==> src/rtl/butterfly_engine.sv <==
// In-place sum/difference butterfly engine sweeping word pairs held in two
// external dual-port RAMs, with a start/busy/done handshake and sticky overflow.
module butterfly_engine #(
  parameter int DATA_W = 8,
  parameter int ADDR_W = 9
) (
  input  logic              CLOCK_50_I,
  input  logic              resetn,
  input  logic              start,
  input  logic              sat_en,
  input  logic [ADDR_W-1:0] start_addr,
  input  logic [ADDR_W-1:0] pair_count,
  output logic              busy,
  output logic              done,
  output logic              ovf,
  output logic [ADDR_W-1:0] ram_addr_a,
  output logic [ADDR_W-1:0] ram_addr_b,
  output logic              ram_wren,
  output logic [DATA_W-1:0] ram0_wdata_a,
  output logic [DATA_W-1:0] ram0_wdata_b,
  output logic [DATA_W-1:0] ram1_wdata_a,
  output logic [DATA_W-1:0] ram1_wdata_b,
  input  logic [DATA_W-1:0] ram0_q_a,
  input  logic [DATA_W-1:0] ram0_q_b,
  input  logic [DATA_W-1:0] ram1_q_a,
  input  logic [DATA_W-1:0] ram1_q_b
);

  typedef enum logic [1:0] {
    S_IDLE  = 2'd0,
    S_READ  = 2'd1,
    S_WRITE = 2'd2,
    S_DONE  = 2'd3
  } state_t;

  localparam logic [ADDR_W-1:0] HALF_PAIRS = {1'b1, {(ADDR_W-1){1'b0}}};
  localparam logic [ADDR_W-1:0] ADDR_STEP  = ADDR_W'(2);
  localparam logic [ADDR_W-1:0] ADDR_ONE   = ADDR_W'(1);
  localparam logic [ADDR_W-1:0] ADDR_ZERO  = ADDR_W'(0);
  localparam logic [DATA_W-1:0] SAT_MAX    = {1'b0, {(DATA_W-1){1'b1}}};
  localparam logic [DATA_W-1:0] SAT_MIN    = {1'b1, {(DATA_W-1){1'b0}}};

  state_t              state_r;
  logic [ADDR_W-1:0]   remaining_r;
  logic                sat_r;

  logic [DATA_W:0]     d0a_s, s1a_s, d0b_s, s1b_s;
  logic                any_ovf_s;
  logic [ADDR_W-1:0]   clamped_s;

  function automatic logic [DATA_W:0] sext(input logic [DATA_W-1:0] v);
    return {v[DATA_W-1], v};
  endfunction

  // A DATA_W+1 result is out of range when its two top bits disagree.
  function automatic logic out_of_range(input logic [DATA_W:0] r);
    return r[DATA_W] ^ r[DATA_W-1];
  endfunction

  function automatic logic [DATA_W-1:0] fit(input logic [DATA_W:0] r, input logic sat);
    logic [DATA_W-1:0] res;
    if (sat && out_of_range(r)) begin
      res = r[DATA_W] ? SAT_MIN : SAT_MAX;
    end else begin
      res = r[DATA_W-1:0];
    end
    return res;
  endfunction

  // Butterfly arithmetic on the operands returned by the RAMs.
  always_comb begin
    d0a_s     = sext(ram0_q_b) - sext(ram1_q_a);
    s1a_s     = sext(ram0_q_a) + sext(ram1_q_b);
    d0b_s     = sext(ram0_q_a) - sext(ram1_q_b);
    s1b_s     = sext(ram0_q_b) + sext(ram1_q_a);
    any_ovf_s = out_of_range(d0a_s) | out_of_range(s1a_s) |
                out_of_range(d0b_s) | out_of_range(s1b_s);
    if (pair_count > HALF_PAIRS) begin
      clamped_s = HALF_PAIRS;
    end else begin
      clamped_s = pair_count;
    end
  end

  assign ram0_wdata_a = fit(d0a_s, sat_r);
  assign ram1_wdata_a = fit(s1a_s, sat_r);
  assign ram0_wdata_b = fit(d0b_s, sat_r);
  assign ram1_wdata_b = fit(s1b_s, sat_r);

  // Sweep sequencer; all handshake and RAM control outputs are registered here.
  always_ff @(posedge CLOCK_50_I or negedge resetn) begin
    if (!resetn) begin
      state_r     <= S_IDLE;
      remaining_r <= ADDR_ZERO;
      sat_r       <= 1'b0;
      busy        <= 1'b0;
      done        <= 1'b0;
      ovf         <= 1'b0;
      ram_wren    <= 1'b0;
      ram_addr_a  <= ADDR_ZERO;
      ram_addr_b  <= ADDR_ONE;
    end else begin
      case (state_r)
        S_IDLE: begin
          done <= 1'b0;
          if (start) begin
            sat_r       <= sat_en;
            ovf         <= 1'b0;
            ram_addr_a  <= {start_addr[ADDR_W-1:1], 1'b0};
            ram_addr_b  <= {start_addr[ADDR_W-1:1], 1'b1};
            remaining_r <= clamped_s;
            if (clamped_s == ADDR_ZERO) begin
              done    <= 1'b1;
              state_r <= S_DONE;
            end else begin
              busy    <= 1'b1;
              state_r <= S_READ;
            end
          end else begin
            state_r <= S_IDLE;
          end
        end
        S_READ: begin
          ram_wren <= 1'b1;
          state_r  <= S_WRITE;
        end
        S_WRITE: begin
          ram_wren    <= 1'b0;
          ovf         <= ovf | any_ovf_s;
          ram_addr_a  <= ram_addr_a + ADDR_STEP;
          ram_addr_b  <= ram_addr_b + ADDR_STEP;
          remaining_r <= remaining_r - ADDR_ONE;
          if (remaining_r == ADDR_ONE) begin
            busy    <= 1'b0;
            done    <= 1'b1;
            state_r <= S_DONE;
          end else begin
            state_r <= S_READ;
          end
        end
        S_DONE: begin
          done    <= 1'b0;
          state_r <= S_IDLE;
        end
        default: begin
          busy     <= 1'b0;
          done     <= 1'b0;
          ram_wren <= 1'b0;
          state_r  <= S_IDLE;
        end
      endcase
    end
  end

endmodule

==> config.mk <==
export PLATFORM = sky130hd
export DESIGN_NAME = butterfly_engine
export DESIGN_NICKNAME = d
export VERILOG_FILES = /design/src/rtl/butterfly_engine.sv
export SDC_FILE = /design/constraint.sdc
export NUM_CORES = 1
export LEC_CHECK = 0
export CAP_MARGIN = 10
export CORE_ASPECT_RATIO = 1.5
export CORE_MARGIN = 2
export CORE_UTILIZATION = 35
export DETAILED_ROUTE_END_ITERATION = 16
export PLACE_DENSITY = 0.76
export RECOVER_POWER = 100
export SKIP_LAST_GASP = 1
export SYNTH_ARGS = -nofsm -noshare
export SYNTH_HDL_FRONTEND = slang
export SYNTH_SLANG_ARGS = --single-unit
==> constraint.sdc <==
create_clock -name CLOCK_50_I -period 3.8 [get_ports CLOCK_50_I]
set_input_delay 0.95 -clock CLOCK_50_I [delete_from_list [all_inputs] [get_ports CLOCK_50_I]]
set_output_delay 0.95 -clock CLOCK_50_I [all_outputs]
set_load 0.03 [all_outputs]
# == Word level (Yosys, flattened, before mapping) ==
# Cells that the tools add are included.
# op_classes
add_sub_neg,7
mul,0
n_div,0
order_cmp,1
eq_ne,7
shifts,0
mux,30
bitwise_logic,8
reduce_logical,13
# op_table
cell,n
8-bit two-way mux,8
9-bit one-hot mux with 2 select lines,3
9-bit two-way mux,4
8-bit by 8-bit adder with 9-bit output,2
"9-bit by 2-bit adder with 9-bit output, second input constant",2
8-bit by 8-bit subtractor with 9-bit output,2
"9-bit by 1-bit == test with 1-bit output, second input constant",1
"9-bit > comparator, second input constant",1
9-bit logical NOT,1
"9-bit by 1-bit subtractor with 9-bit output, second input constant",1
2-bit one-hot mux with 4 select lines,1
1-bit two-way mux,7
2-bit two-way mux,3
"2-bit != test, second input constant",3
1-bit one-hot mux with 2 select lines,3
2-bit AND reduction,3
"2-bit == test, second input constant",2
1-bit logical AND,4
1-bit OR,4
4-bit AND reduction,1
2-bit nonzero test,2
1-bit XOR,4
1-bit one-hot mux with 3 select lines,1
3-bit nonzero test,1
other kinds (2),2
# word_totals
ff_bits,34
latch_bits,0
ram_bits,0
rom_bits,0
input_bits,54
output_inout_bits,54
elab_cells,75
memories,0

# == Depth between registers and ports, before layout ==
# logic_depth
ltp_word,7
depth_mapped,10
depth_no_buf,10

# == Worst setup path before layout ==
# No wires, ideal clock.
# synth_timing
path_kind,input-to-output
start,in ram0_q_b[0]
end,out ram0_wdata_a[3]
t_arrival_ps,3364
t_required_ps,2850
slack_ps,-514
stages,10
path_buffers,0
cell_sequence,inv_1 -> ha_1 -> fa_1 -> nand2b_1 -> a21oi_2 -> nand4_1 -> a41oi_1 -> xnor2_1 -> and2_4 -> o31ai_1
# synth_between
elab_chain_len,4
word_cells_on_any_way,5
classes_between,add/sub: 1; mux: 2; bitwise: 1; reduce/logical: 1
# synth_lines
item,line_no,text
from (decl),24,"input logic [DATA_W-1:0] ram0_q_b,"
8-bit by 8-bit subtractor with 9-bit output *,72,d0a_s = sext(ram0_q_b) - sext(ram1_q_a);
1-bit XOR,57,return r[DATA_W] ^ r[DATA_W-1];
1-bit logical AND,62,if (sat && out_of_range(r)) begin
8-bit two-way mux *,62,
to (decl),19,"output logic [DATA_W-1:0] ram0_wdata_a,"
# Mark *: on every way between the ends. The rest lies on a longest branch, timed or not.

# == Final worst setup path ==
# layout_timing
start,in ram0_q_b[3]
end,out ram0_wdata_a[3]
# Same word-level chain as after synthesis.

==> results.txt <==
worst-margin pin slew = 1790 ps
final hold violations = 0
TritonCTS Buffers = 5
PwrDens = 396 nW/um^2
non-filler instance count after layout = 781
Root Buffer = clkbuf_16
final WL = 13100 um
Flop pwr share = 0.223
power share of the clock group = 0.161
simple-gate share of the synthesized area = 0.188
failing checks = max-capacitance violations, max-slew violations, negative setup slack
cell area after synthesis = 3560 um^2
hold depth = 2
post-synthesis sequential area ratio = 0.232
largest family of logic cells by synthesized area = compound AO/OA/AOI/OAI gates
htree depth = 2
Main synth FF type = dfrtp_1
most area-consuming cells after synthesis = dfrtp_1 (22%), ha_1 (14%), a21oi_1 (6.0%)
Worst R2R Start = state_r[1]
# port buffers = 105
Gate power share = 0.616
Die W = 86.3 um
# diodes = 0
grt ovf = 0
Synth Area in Compound Gates = 0.281
IO Count = 108
# clock sinks = 33
Worst IR Drop VDD = 0.000234 V
Post-layout nets = 760
RSZ-0062 raised after global routing = yes
Detail Route Antenna Nets = 0
Slew Limit Fails = 34
first-pass GRT wire length = 20900 um
Final Critical Period = 4030 ps
Worst-Skew Late Latency = 270 ps
Hold Path End = ram_addr_b[0]
Finished Cell Area = 6560 um^2
post-synthesis xor/xnor area fraction = 0.0612
Top delay family on crit path = compound AO/OA/AOI/OAI gates
CP most frequent cell = xnor2_2
Worst EP required = 2850 ps
CTS tree = done
count of different cell masters after synthesis = 62
Tot GR Track Use = 0.231
initial antenna violation count = 0
EDFF count, synth = 0
P_sw = 1080 uW
Core Footprint = 10000 um^2
number of global-route vias before repair = 4492
mux contribution to synthesized area = 0.0120
maximum root-to-sink buffer count = 2
Post-synth ARST share = 1.00
FILL cells = 756
via count = 4274
MaxCap Viol Count = 1
post-synthesis area per instance = 7.96 um^2
worst path cell trace = clkdlybuf4s15_1, ha_4, o21ai_1, a21oi_2, a41oi_4, xnor2_2, buf_4, xnor2_2, and2_4, o31ai_4, buf_6
P_leak = 0.00284 uW
CP Launch Type = primary input
area share of fa/ha/maj cells after synthesis = 0.160
CP max stage delay = 320 ps
crit-path max FO = 7
starting DRC count in detailed routing = 188
Yosys reg bits = 33
GPL Wtd Cong = 0.889
Yosys top cell area share = 0.225
share of cells above drive strength 1 = 0.452
DRT Pass-1 Iters = 7
largest net degree at the start of global routing = 35
fin crit share = 1.06
internal power = 1520 uW
R2R Setup Slk = 870 ps
area leader, netlist = dfrtp_1
fin util = 0.655
worst r2r path cells = 10
crit path DAT = 3080 ps
area of the multi-input gates = 3270 um^2
Final Skew = 3.36 ps
die area = 11000 um^2
cell count after synthesis = 447
Setup WS post-layout = -228 ps
Rows = 45
slew margin rel. = -0.190
DRC viols = 0
die height = 128 um
Starting Density = 0.355
status = finished, violations left
min-delay src = ram_addr_b[0]
Placed Cells incl. Taps = 737
reg-to-reg critical path endpoint = remaining_r[4]
CP Class = primary input to output pin
class of the worst hold path = register to register
P&R area growth vs syn = 84.4%
placed cell areas = 5580 um^2
worst path buffer plus inverter count = 3
clock transition at the registers of the reported paths = 50 ps
vias per inst = 5.47
syn_nets = 544
hold_buf cts = 0
Sum Neg Setup Slack = -4590 ps
Avg WL per Cell = 16.7 um
Net Sw Frac = 0.415
Max Freq = 248 MHz
hpwl dp = 9030 um
Worst setup EP type = output pin
register area = 827 um^2
Ys Warns = 0
Slowest cell on crit path = ha_4
Setup Viol. Count Final = 29
-- worst max path at each step --
stage                      startpoint               to  slack, ps  cells after the start
final                     ram0_q_b[3]  ram0_wdata_a[3]       -230                     11
after global routing      ram0_q_b[3]  ram0_wdata_a[3]       -320                     11
after CTS                 ram1_q_a[0]  ram1_wdata_b[4]       -300                     12
after detailed placement  ram0_q_b[0]  ram0_wdata_a[3]       -830                     12
after global placement    ram0_q_b[0]  ram0_wdata_a[3]       -780                     12
after floorplan           ram0_q_b[0]  ram0_wdata_a[3]       -130                     10
-- what timing repair did --
item / in CTS / in global routing
hold endpoints to repair: 0 / 0
setup buffers: 26 / 14
resized for setup: 184 / 60
endpoints found under the setup margin: 32 / 33
pin swaps: 50 / 40
-- cell usage after synthesis (15+ instances only) --
cell type / instances
inv_1: 33
nor2_1: 32
nand3_1: 21
o21ai_1: 29
o22ai_1: 16
dfrtp_1: 32
nand2_1: 15
ha_1: 39
a21oi_1: 43
xnor2_1: 20
o21ai_0: 27
-- layout make-up --
class	count	area share
Clock inverter	1	0.000763
Tap cell	117	0.0223
Multi-Input combinational cell	360	0.499
Inverter	36	0.0217
Sequential cell	33	0.126
Clock buffer	7	0.0233
Timing Repair Buffer	227	0.307
-- cells in the final DEF (no fill, tap or decap), drive strengths merged, types with 15 or more instances in the layout --
master and n:
ha 39, dfrtp 32, o21ai 57, nand3 21, inv 34, a21oi 46
clkdlybuf4s50 17, dlygate4sd3 24, buf 162, nand2 15, nor2 32, o22ai 16
clkbuf 19, xnor2 21
-- per-layer routing --
| metal | global-route usage | part of all wire |
|---|---|---|
| met1 | 0.245 | 0.36 |
| met2 | 0.442 | 0.55 |
| met3 | 0.0278 | 0.037 |
| met4 | 0.102 | 0.044 |
| met5 | 0 | 0 |
-- tightest hold or removal path, cell delays in order, from the launching register on --
cell and delay, ps:
dfstp_2 360, nand2_1 50, nand2_1 50
-- kinds of logic (layout without fill, tap and decap cells) --
logic type / count (synthesis) / count (layout)
other: 1 / 1
buffers and inverters: 54 / 271
adders and majority gates: 43 / 43
DFF: 33 / 33
muxes: 4 / 4
and+or+nand+nor: 129 / 129
AOI/OAI and AO/OA: 159 / 159
xor gates and xnor gates: 24 / 24
-- sequential cells by signal, summed over array words and instances (netlist names) --
name and flops:
busy 1, done 1, ovf 1, ram_addr_a 8, ram_addr_b 9, ram_wren 1, remaining_r 9, sat_r 1
state_r 2
-- power by group through the flow --
| stage | clock network [uW] | logic [uW] | registers (uW) |
|---|---|---|---|
| 2_1_floorplan | 0 | 660 | 706 |
| 6_report | 418 | 1600 | 580 |
| 3_3_place_gp | 0 | 1310 | 575 |
| 3_5_place_dp | 0 | 1340 | 584 |
| 4_1_cts | 426 | 1550 | 580 |
| 5_1_grt | 439 | 1710 | 601 |
-- stage by stage --
| stage | worst slack, ps | hold WS [ps] | power, uW |
|---|---|---|---|
| floorplan | -129 | 495 | 1370 |
| global placement | -781 | 455 | 1890 |
| detailed placement | -833 | 464 | 1930 |
| CTS | -304 | 472 | 2560 |
| global route | -325 | 480 | 2750 |
| finish | -228 | 467 | 2600 |
No activity file was read; power rests on OpenSTA's default activity.
